### src/rtl/vga_pkg.sv
// Shared 800x600@60 raster timing constants for the timing generator and the drawing stages.
package vga_pkg;

   localparam int unsigned H_ACTIVE = 800;
   localparam int unsigned H_FP     = 40;
   localparam int unsigned H_SYNC   = 128;
   localparam int unsigned H_BP     = 88;
   localparam int unsigned V_ACTIVE = 600;
   localparam int unsigned V_FP     = 1;
   localparam int unsigned V_SYNC   = 4;
   localparam int unsigned V_BP     = 23;
   localparam int unsigned CNT_W    = 11;

   localparam int unsigned H_TOTAL = H_ACTIVE + H_FP + H_SYNC + H_BP;
   localparam int unsigned V_TOTAL = V_ACTIVE + V_FP + V_SYNC + V_BP;

   // Sync windows are half-open: [START, END)
   localparam int unsigned H_SYNC_START = H_ACTIVE + H_FP;
   localparam int unsigned H_SYNC_END   = H_SYNC_START + H_SYNC;
   localparam int unsigned V_SYNC_START = V_ACTIVE + V_FP;
   localparam int unsigned V_SYNC_END   = V_SYNC_START + V_SYNC;

   typedef enum logic {
      ST_WAIT,
      ST_RUN
   } run_state_e;

endpackage

### src/rtl/vga_timing_gen_if.sv
// Raster position, sync and blanking bundle from the timing generator to the drawing stages.
interface vga_timing_gen_if #(
   parameter int unsigned CNT_W = vga_pkg::CNT_W
);

   logic [CNT_W-1:0] hcount;
   logic [CNT_W-1:0] vcount;
   logic             hsync;
   logic             vsync;
   logic             hblnk;
   logic             vblnk;
   logic             frame_start;

   modport master (
      output hcount, vcount, hsync, vsync, hblnk, vblnk, frame_start
   );

   modport slave (
      input hcount, vcount, hsync, vsync, hblnk, vblnk, frame_start
   );

endinterface

### src/rtl/mod_counter.sv
// Modulo-N counter exposing its next value so downstream decode can be registered in step.
module mod_counter #(
   parameter int unsigned MODULUS = 2,
   parameter int unsigned W       = 1
) (
   input  logic         clk,
   input  logic         rst,
   input  logic         i_inc,
   output logic [W-1:0] o_count,
   output logic [W-1:0] o_next,
   output logic         o_wrap
);

   localparam logic [W-1:0] LAST = W'(MODULUS - 1);

   logic [W-1:0] r_count;

   always_comb begin
      o_wrap = i_inc && (r_count == LAST);
      o_next = r_count;
      if (i_inc) begin
         o_next = o_wrap ? '0 : r_count + W'(1);
      end
   end

   always_ff @(posedge clk or posedge rst) begin
      if (rst) begin
         r_count <= '0;
      end else begin
         r_count <= o_next;
      end
   end

   assign o_count = r_count;

endmodule

### src/rtl/vga_timing_gen.sv
// Free-running raster timing generator: pixel/line counters plus registered sync, blank and frame pulse.
module vga_timing_gen #(
   parameter int unsigned H_ACTIVE = vga_pkg::H_ACTIVE,
   parameter int unsigned H_FP     = vga_pkg::H_FP,
   parameter int unsigned H_SYNC   = vga_pkg::H_SYNC,
   parameter int unsigned H_BP     = vga_pkg::H_BP,
   parameter int unsigned V_ACTIVE = vga_pkg::V_ACTIVE,
   parameter int unsigned V_FP     = vga_pkg::V_FP,
   parameter int unsigned V_SYNC   = vga_pkg::V_SYNC,
   parameter int unsigned V_BP     = vga_pkg::V_BP,
   parameter int unsigned CNT_W    = vga_pkg::CNT_W
) (
   input  logic                clk,
   input  logic                rst,
   vga_timing_gen_if.master    vga
);

   import vga_pkg::*;

   localparam int unsigned HT = H_ACTIVE + H_FP + H_SYNC + H_BP;
   localparam int unsigned VT = V_ACTIVE + V_FP + V_SYNC + V_BP;

   localparam logic [CNT_W-1:0] HB_BEG = CNT_W'(H_ACTIVE);
   localparam logic [CNT_W-1:0] HS_BEG = CNT_W'(H_ACTIVE + H_FP);
   localparam logic [CNT_W-1:0] HS_END = CNT_W'(H_ACTIVE + H_FP + H_SYNC);
   localparam logic [CNT_W-1:0] VB_BEG = CNT_W'(V_ACTIVE);
   localparam logic [CNT_W-1:0] VS_BEG = CNT_W'(V_ACTIVE + V_FP);
   localparam logic [CNT_W-1:0] VS_END = CNT_W'(V_ACTIVE + V_FP + V_SYNC);

   run_state_e       r_state;
   run_state_e       w_state_next;
   logic             w_inc;
   logic [CNT_W-1:0] w_h_next;
   logic [CNT_W-1:0] w_v_next;
   logic             w_h_wrap;
   logic             w_v_wrap;
   logic             r_hsync;
   logic             r_vsync;
   logic             r_hblnk;
   logic             r_vblnk;
   logic             r_frame_start;

   // First edge after reset holds (0,0) and announces it; counting begins on the second edge.
   always_ff @(posedge clk or posedge rst) begin
      if (rst) begin
         r_state <= ST_WAIT;
      end else begin
         r_state <= w_state_next;
      end
   end

   always_comb begin
      w_state_next = r_state;
      w_inc        = 1'b0;
      case (r_state)
         ST_WAIT: w_state_next = ST_RUN;
         ST_RUN:  w_inc        = 1'b1;
      endcase
   end

   mod_counter #(
      .MODULUS (HT),
      .W       (CNT_W)
   ) u_hcnt (
      .clk     (clk),
      .rst     (rst),
      .i_inc   (w_inc),
      .o_count (vga.hcount),
      .o_next  (w_h_next),
      .o_wrap  (w_h_wrap)
   );

   mod_counter #(
      .MODULUS (VT),
      .W       (CNT_W)
   ) u_vcnt (
      .clk     (clk),
      .rst     (rst),
      .i_inc   (w_h_wrap),
      .o_count (vga.vcount),
      .o_next  (w_v_next),
      .o_wrap  (w_v_wrap)
   );

   // Decode the next counts so each registered flag lines up with the count it describes.
   always_ff @(posedge clk or posedge rst) begin
      if (rst) begin
         r_hsync       <= 1'b0;
         r_vsync       <= 1'b0;
         r_hblnk       <= 1'b0;
         r_vblnk       <= 1'b0;
         r_frame_start <= 1'b0;
      end else begin
         r_hblnk       <= (w_h_next >= HB_BEG);
         r_hsync       <= (w_h_next >= HS_BEG) && (w_h_next < HS_END);
         r_vblnk       <= (w_v_next >= VB_BEG);
         r_vsync       <= (w_v_next >= VS_BEG) && (w_v_next < VS_END);
         r_frame_start <= (r_state == ST_WAIT) || w_v_wrap;
      end
   end

   assign vga.hsync       = r_hsync;
   assign vga.vsync       = r_vsync;
   assign vga.hblnk       = r_hblnk;
   assign vga.vblnk       = r_vblnk;
   assign vga.frame_start = r_frame_start;

endmodule
### src/flat_wrapper.sv
// flat-port wrapper written by rule: the top's interface ports become plain ports
module vga_timing_gen_flat import vga_pkg::*;
#(
   parameter int unsigned H_ACTIVE = vga_pkg::H_ACTIVE,
   parameter int unsigned H_FP     = vga_pkg::H_FP,
   parameter int unsigned H_SYNC   = vga_pkg::H_SYNC,
   parameter int unsigned H_BP     = vga_pkg::H_BP,
   parameter int unsigned V_ACTIVE = vga_pkg::V_ACTIVE,
   parameter int unsigned V_FP     = vga_pkg::V_FP,
   parameter int unsigned V_SYNC   = vga_pkg::V_SYNC,
   parameter int unsigned V_BP     = vga_pkg::V_BP,
   parameter int unsigned CNT_W    = vga_pkg::CNT_W
)
  (clk, rst, vga_hcount, vga_vcount, vga_hsync, vga_vsync, vga_hblnk, vga_vblnk, vga_frame_start);
  vga_timing_gen_if #(.CNT_W(CNT_W)) vga_i ();
  input  logic clk;
  input  logic rst;
  output wire logic [$bits(vga_i.hcount)-1:0] vga_hcount;
  output wire logic [$bits(vga_i.vcount)-1:0] vga_vcount;
  output wire logic [$bits(vga_i.hsync)-1:0] vga_hsync;
  output wire logic [$bits(vga_i.vsync)-1:0] vga_vsync;
  output wire logic [$bits(vga_i.hblnk)-1:0] vga_hblnk;
  output wire logic [$bits(vga_i.vblnk)-1:0] vga_vblnk;
  output wire logic [$bits(vga_i.frame_start)-1:0] vga_frame_start;
  assign vga_hcount = vga_i.hcount;
  assign vga_vcount = vga_i.vcount;
  assign vga_hsync = vga_i.hsync;
  assign vga_vsync = vga_i.vsync;
  assign vga_hblnk = vga_i.hblnk;
  assign vga_vblnk = vga_i.vblnk;
  assign vga_frame_start = vga_i.frame_start;
  vga_timing_gen #(.H_ACTIVE(H_ACTIVE), .H_FP(H_FP), .H_SYNC(H_SYNC), .H_BP(H_BP), .V_ACTIVE(V_ACTIVE), .V_FP(V_FP), .V_SYNC(V_SYNC), .V_BP(V_BP), .CNT_W(CNT_W)) u_core (.clk(clk), .rst(rst), .vga(vga_i));
endmodule
### config.mk
export PLATFORM = sky130hd
export DESIGN_NAME = vga_timing_gen_flat
export DESIGN_NICKNAME = d
export VERILOG_FILES = /design/src/rtl/vga_pkg.sv /design/src/rtl/vga_timing_gen_if.sv /design/src/rtl/mod_counter.sv /design/src/rtl/vga_timing_gen.sv /design/src/flat_wrapper.sv
export SDC_FILE = /design/constraint.sdc
export NUM_CORES = 1
export LEC_CHECK = 0
export CAP_MARGIN = 0
export CORE_AREA = 3 3 60 76
export CTS_CLUSTER_SIZE = 24
export DETAILED_ROUTE_END_ITERATION = 10
export DIE_AREA = 0 0 63 79
export PLACE_DENSITY = 0.66
export SETUP_SLACK_MARGIN = 0.3
export SYNTH_ARGS = -nofsm -noshare
export SYNTH_HDL_FRONTEND = slang
export SYNTH_SLANG_ARGS = --single-unit
export TNS_END_PERCENT = 5
### constraint.sdc
create_clock -name clk -period 2.6 [get_ports clk]
set_input_delay 0.52 -clock clk [delete_from_list [all_inputs] [get_ports clk]]
set_output_delay 0.52 -clock clk [all_outputs]
set_load 0.005 [all_outputs]
==> qor.txt <==
Worst Hold Path Cells - 1
Layout cells sized above 1 - 0.197
Slew Viols, Final - 0
Htree depth - 1
Unrepaired setup endpoints after global routing - true
Crit-path max FO - 4
VDD IR max - 0.277 mV
Post-route total power - 0.00105 W
Synth Instances - 166
YS warnings - 0
Post-DP Area - 0.00193 sq mm
Worst path most repeated cell - buf_4
Worst Path Required - 2.76 ns
Main flop type after synthesis - dfrtp_1
Setup_tns - 0 ns
GRT Overall Usage - 0.160
Clk sink count - 28
DRC - 0
Clock network power share - 0.218
Crit-path slowest cell - or4b_4
Tmin final - 2.28 ns
Core Box Area - 0.00385 sq mm
Post-synth EDFFs - 0
Filler Cell Count - 345
Status - finished clean
Fin util - 0.558
# Max-Cap Violations - 0
P per Cell Area - 487 mW/mm^2
Met2 wire length - 2150 um
IO Count - 29
Int Power - 0.000720 W
GRT overflow - 0
Drt pass-1 iters - 5
Sw frac - 0.311
Iteration-0 DRC Markers - 69
Nets - 209
Mapped Nets - 170
Number of antenna repair diodes - 0
CTS tree - yes
Pin count of the biggest net entering global routing - 29
Num rows - 25
Maximum root-to-sink buffer count - 2
Critical path class - register to register
Wire per inst - 15.5 um
Area Growth Syn to Fin - 35.5%
Static leakage - 0.938 nW
Global-route wire length before repair - 6570 um
Hold Crit Class - register to register
Critical path, cell by cell - or4b_4, nor4_4, buf_4, buf_12, buf_4, mux2i_1, o22ai_1, xor2_1, nor3_2
Gate power share - 0.250
Period utilisation layout - 0.877
Fmax - 438 MHz
Yosys reg bits - 28
Final hold vios - 0
Avg Vias per Cell - 5.42
Register area share after synthesis - 0.442
FF-to-FF path depth - 9
Worst skew pair latency - 0.27 ns
WL met1 - 1620 um
Clk_skew - 0.00329 ns
CTS buffer count - 3
Endpoints failing setup - 0
Sw power - 0.000326 W
Top sig layer - met4
Max incr delay on CP - 0.62 ns
CTS root buffer - clkbuf_8
Via count - 1394
DP HPWL - 2710 um
DRT antenna net count - 0
Startpoint Class - register
Die Area - 0.00498 sq mm
Reg clk slew, reported paths - 0.09 ns
Die Width - 63 um
Initial core utilization - 0.412
Final Wtd Congestion - 0.875
Port-buffer cells - 28
R2R Setup Slk - 0.32 ns
Async set or reset register ratio after synthesis - 1.00
Initial antenna violation count - 0
Synthesized area per cell - 9.54 sq um
Yosys cell types - 44
Sequential Power Share - 0.533
Chip Height - 79 um
CP Data Arrival Time - 2.44 ns
Vias in the first global route - 1414
Final std cell area, no fill - 0.00215 sq mm
Synth Cell Area - 0.00158 sq mm
Routed met3 length - 116 um
Crit end category - register
WL final - 3980 um
logic make-up (layout without fill, tap and decap cells):
group,after synthesis,count (layout),share of synthesized area
and+or+nand+nor,79,79,0.283
DFF,28,28,0.442
AOI/OAI and AO/OA,19,19,0.0806
xor gates and xnor gates,19,19,0.105
buffers and inverters,13,50,0.0363
muxes,5,5,0.0348
adders and majority gates,2,2,0.0158
other,1,1,0.00237
power groups by stage:
| stage | Clock, W | Combinational, W | Sequential, W |
|---|---|---|---|
| global route | 0.000252 | 0.000286 | 0.000564 |
| global placement | 0 | 0.000235 | 0.000557 |
| CTS | 0.000241 | 0.000254 | 0.000548 |
| floorplan | 0 | 0.000154 | 0.000531 |
| finish | 0.000228 | 0.000261 | 0.000557 |
| detailed placement | 0 | 0.000237 | 0.000561 |
placed cells by master (no fill, tap or decap), types with 2 or more instances in the layout:
master	instances
a21oi_1	4
and3_1	4
and3_2	3
buf_4	12
clkbuf_8	3
clkdlybuf4s50_1	28
dfrtp_1	28
ha_2	2
inv_1	6
mux2i_1	3
nand2_1	18
nand2b_1	2
nand3_1	9
nand3b_1	2
nand4_1	6
nor2_1	12
nor3_1	4
nor4_4	3
o21ai_0	4
o41ai_2	2
or2_2	3
or3_1	2
xnor2_1	9
xor2_1	10
metrics by stage:
step / hold WS, ns / std cells / setup WS, ns
2_1_floorplan: 0.517 / 166 / 0.225
3_3_place_gp: 0.512 / 244 / 0.211
3_5_place_dp: 0.560 / 244 / 0.116
4_1_cts: 0.573 / 257 / 0.233
5_1_grt: 0.591 / 257 / 0.211
6_report: 0.570 / 257 / 0.319
sequential cells by signal, summed over array words and instances, names as in the netlist:
name	cells
u_core.vga.hblnk	1
u_core.u_vcnt.o_count	11
u_core.vga.vblnk	1
u_core.vga.hsync	1
u_core.r_state	1
u_core.vga.frame_start	1
u_core.u_hcnt.o_count	11
u_core.vga.vsync	1
worst paths after layout:
path | from | to
setup / recovery | u_core.u_hcnt.o_count[8] | u_core.vga.vsync
hold / removal | u_core.u_hcnt.o_count[0] | u_core.u_hcnt.o_count[0]
hold reg to reg | u_core.u_hcnt.o_count[0] | u_core.u_hcnt.o_count[0]
max in group asynchronous | rst | u_core.u_hcnt.o_count[2]
setup reg to reg | u_core.u_hcnt.o_count[8] | u_core.vga.vsync
min in group asynchronous | rst | u_core.vga.hsync
final cells by class:
cell class	instances	area (sq um)	share of cell area
well taps	54	67.6	0.0315
multi-input cells	125	925	0.431
repair buffers	41	390	0.182
inverters	6	22.5	0.0105
clock buffers	3	41.3	0.0192
flip-flops and latches	28	701	0.326
cell usage after synthesis (all sizes together), types with 2 or more instances:
master / n / area (sq um)
dfrtp: 28 / 701
nand2: 18 / 67.6
nor2: 12 / 45.0
nand3: 11 / 60.1
xor2: 10 / 87.6
xnor2: 9 / 78.8
and3: 8 / 53.8
inv: 6 / 22.5
nand4: 6 / 37.5
nor3: 5 / 30.0
a21oi: 4 / 20.0
clkbuf: 4 / 15.0
mux2i: 4 / 40.0
nor4: 4 / 40.0
o21ai: 4 / 20.0
buf: 3 / 20.0
or2: 3 / 18.8
ha: 2 / 25.0
nand2b: 2 / 12.5
nand3b: 2 / 15.0
nor4b: 2 / 17.5
o41ai: 2 / 17.5
or3: 2 / 12.5
timing repair:
item | CTS | global route
gates resized for setup | 3 | 12
pin swaps | 2 | 2
setup buffers | 10 | 0
setup endpoints to repair | 3 | 3
hold buffers | 0 | 0
metal layers:
metal	track usage	vias up
met5	0	-
met4	0.0464	0
met1	0.193	687
met3	0.0212	10
met2	0.295	34
li1	-	663
critical path: cells and delay by family (launching register included):
| family | cells | cell delay (ns) |
|---|---|---|
| multiplexers | 1 | 0.17 |
| AO/OA/AOI/OAI | 1 | 0.10 |
| flip-flops | 1 | 0.39 |
| XOR/XNOR | 1 | 0.25 |
| AND/OR/NAND/NOR | 3 | 0.85 |
| buffers and inverters | 3 | 0.41 |
Note: power is estimated with default switching activity, not from simulation.
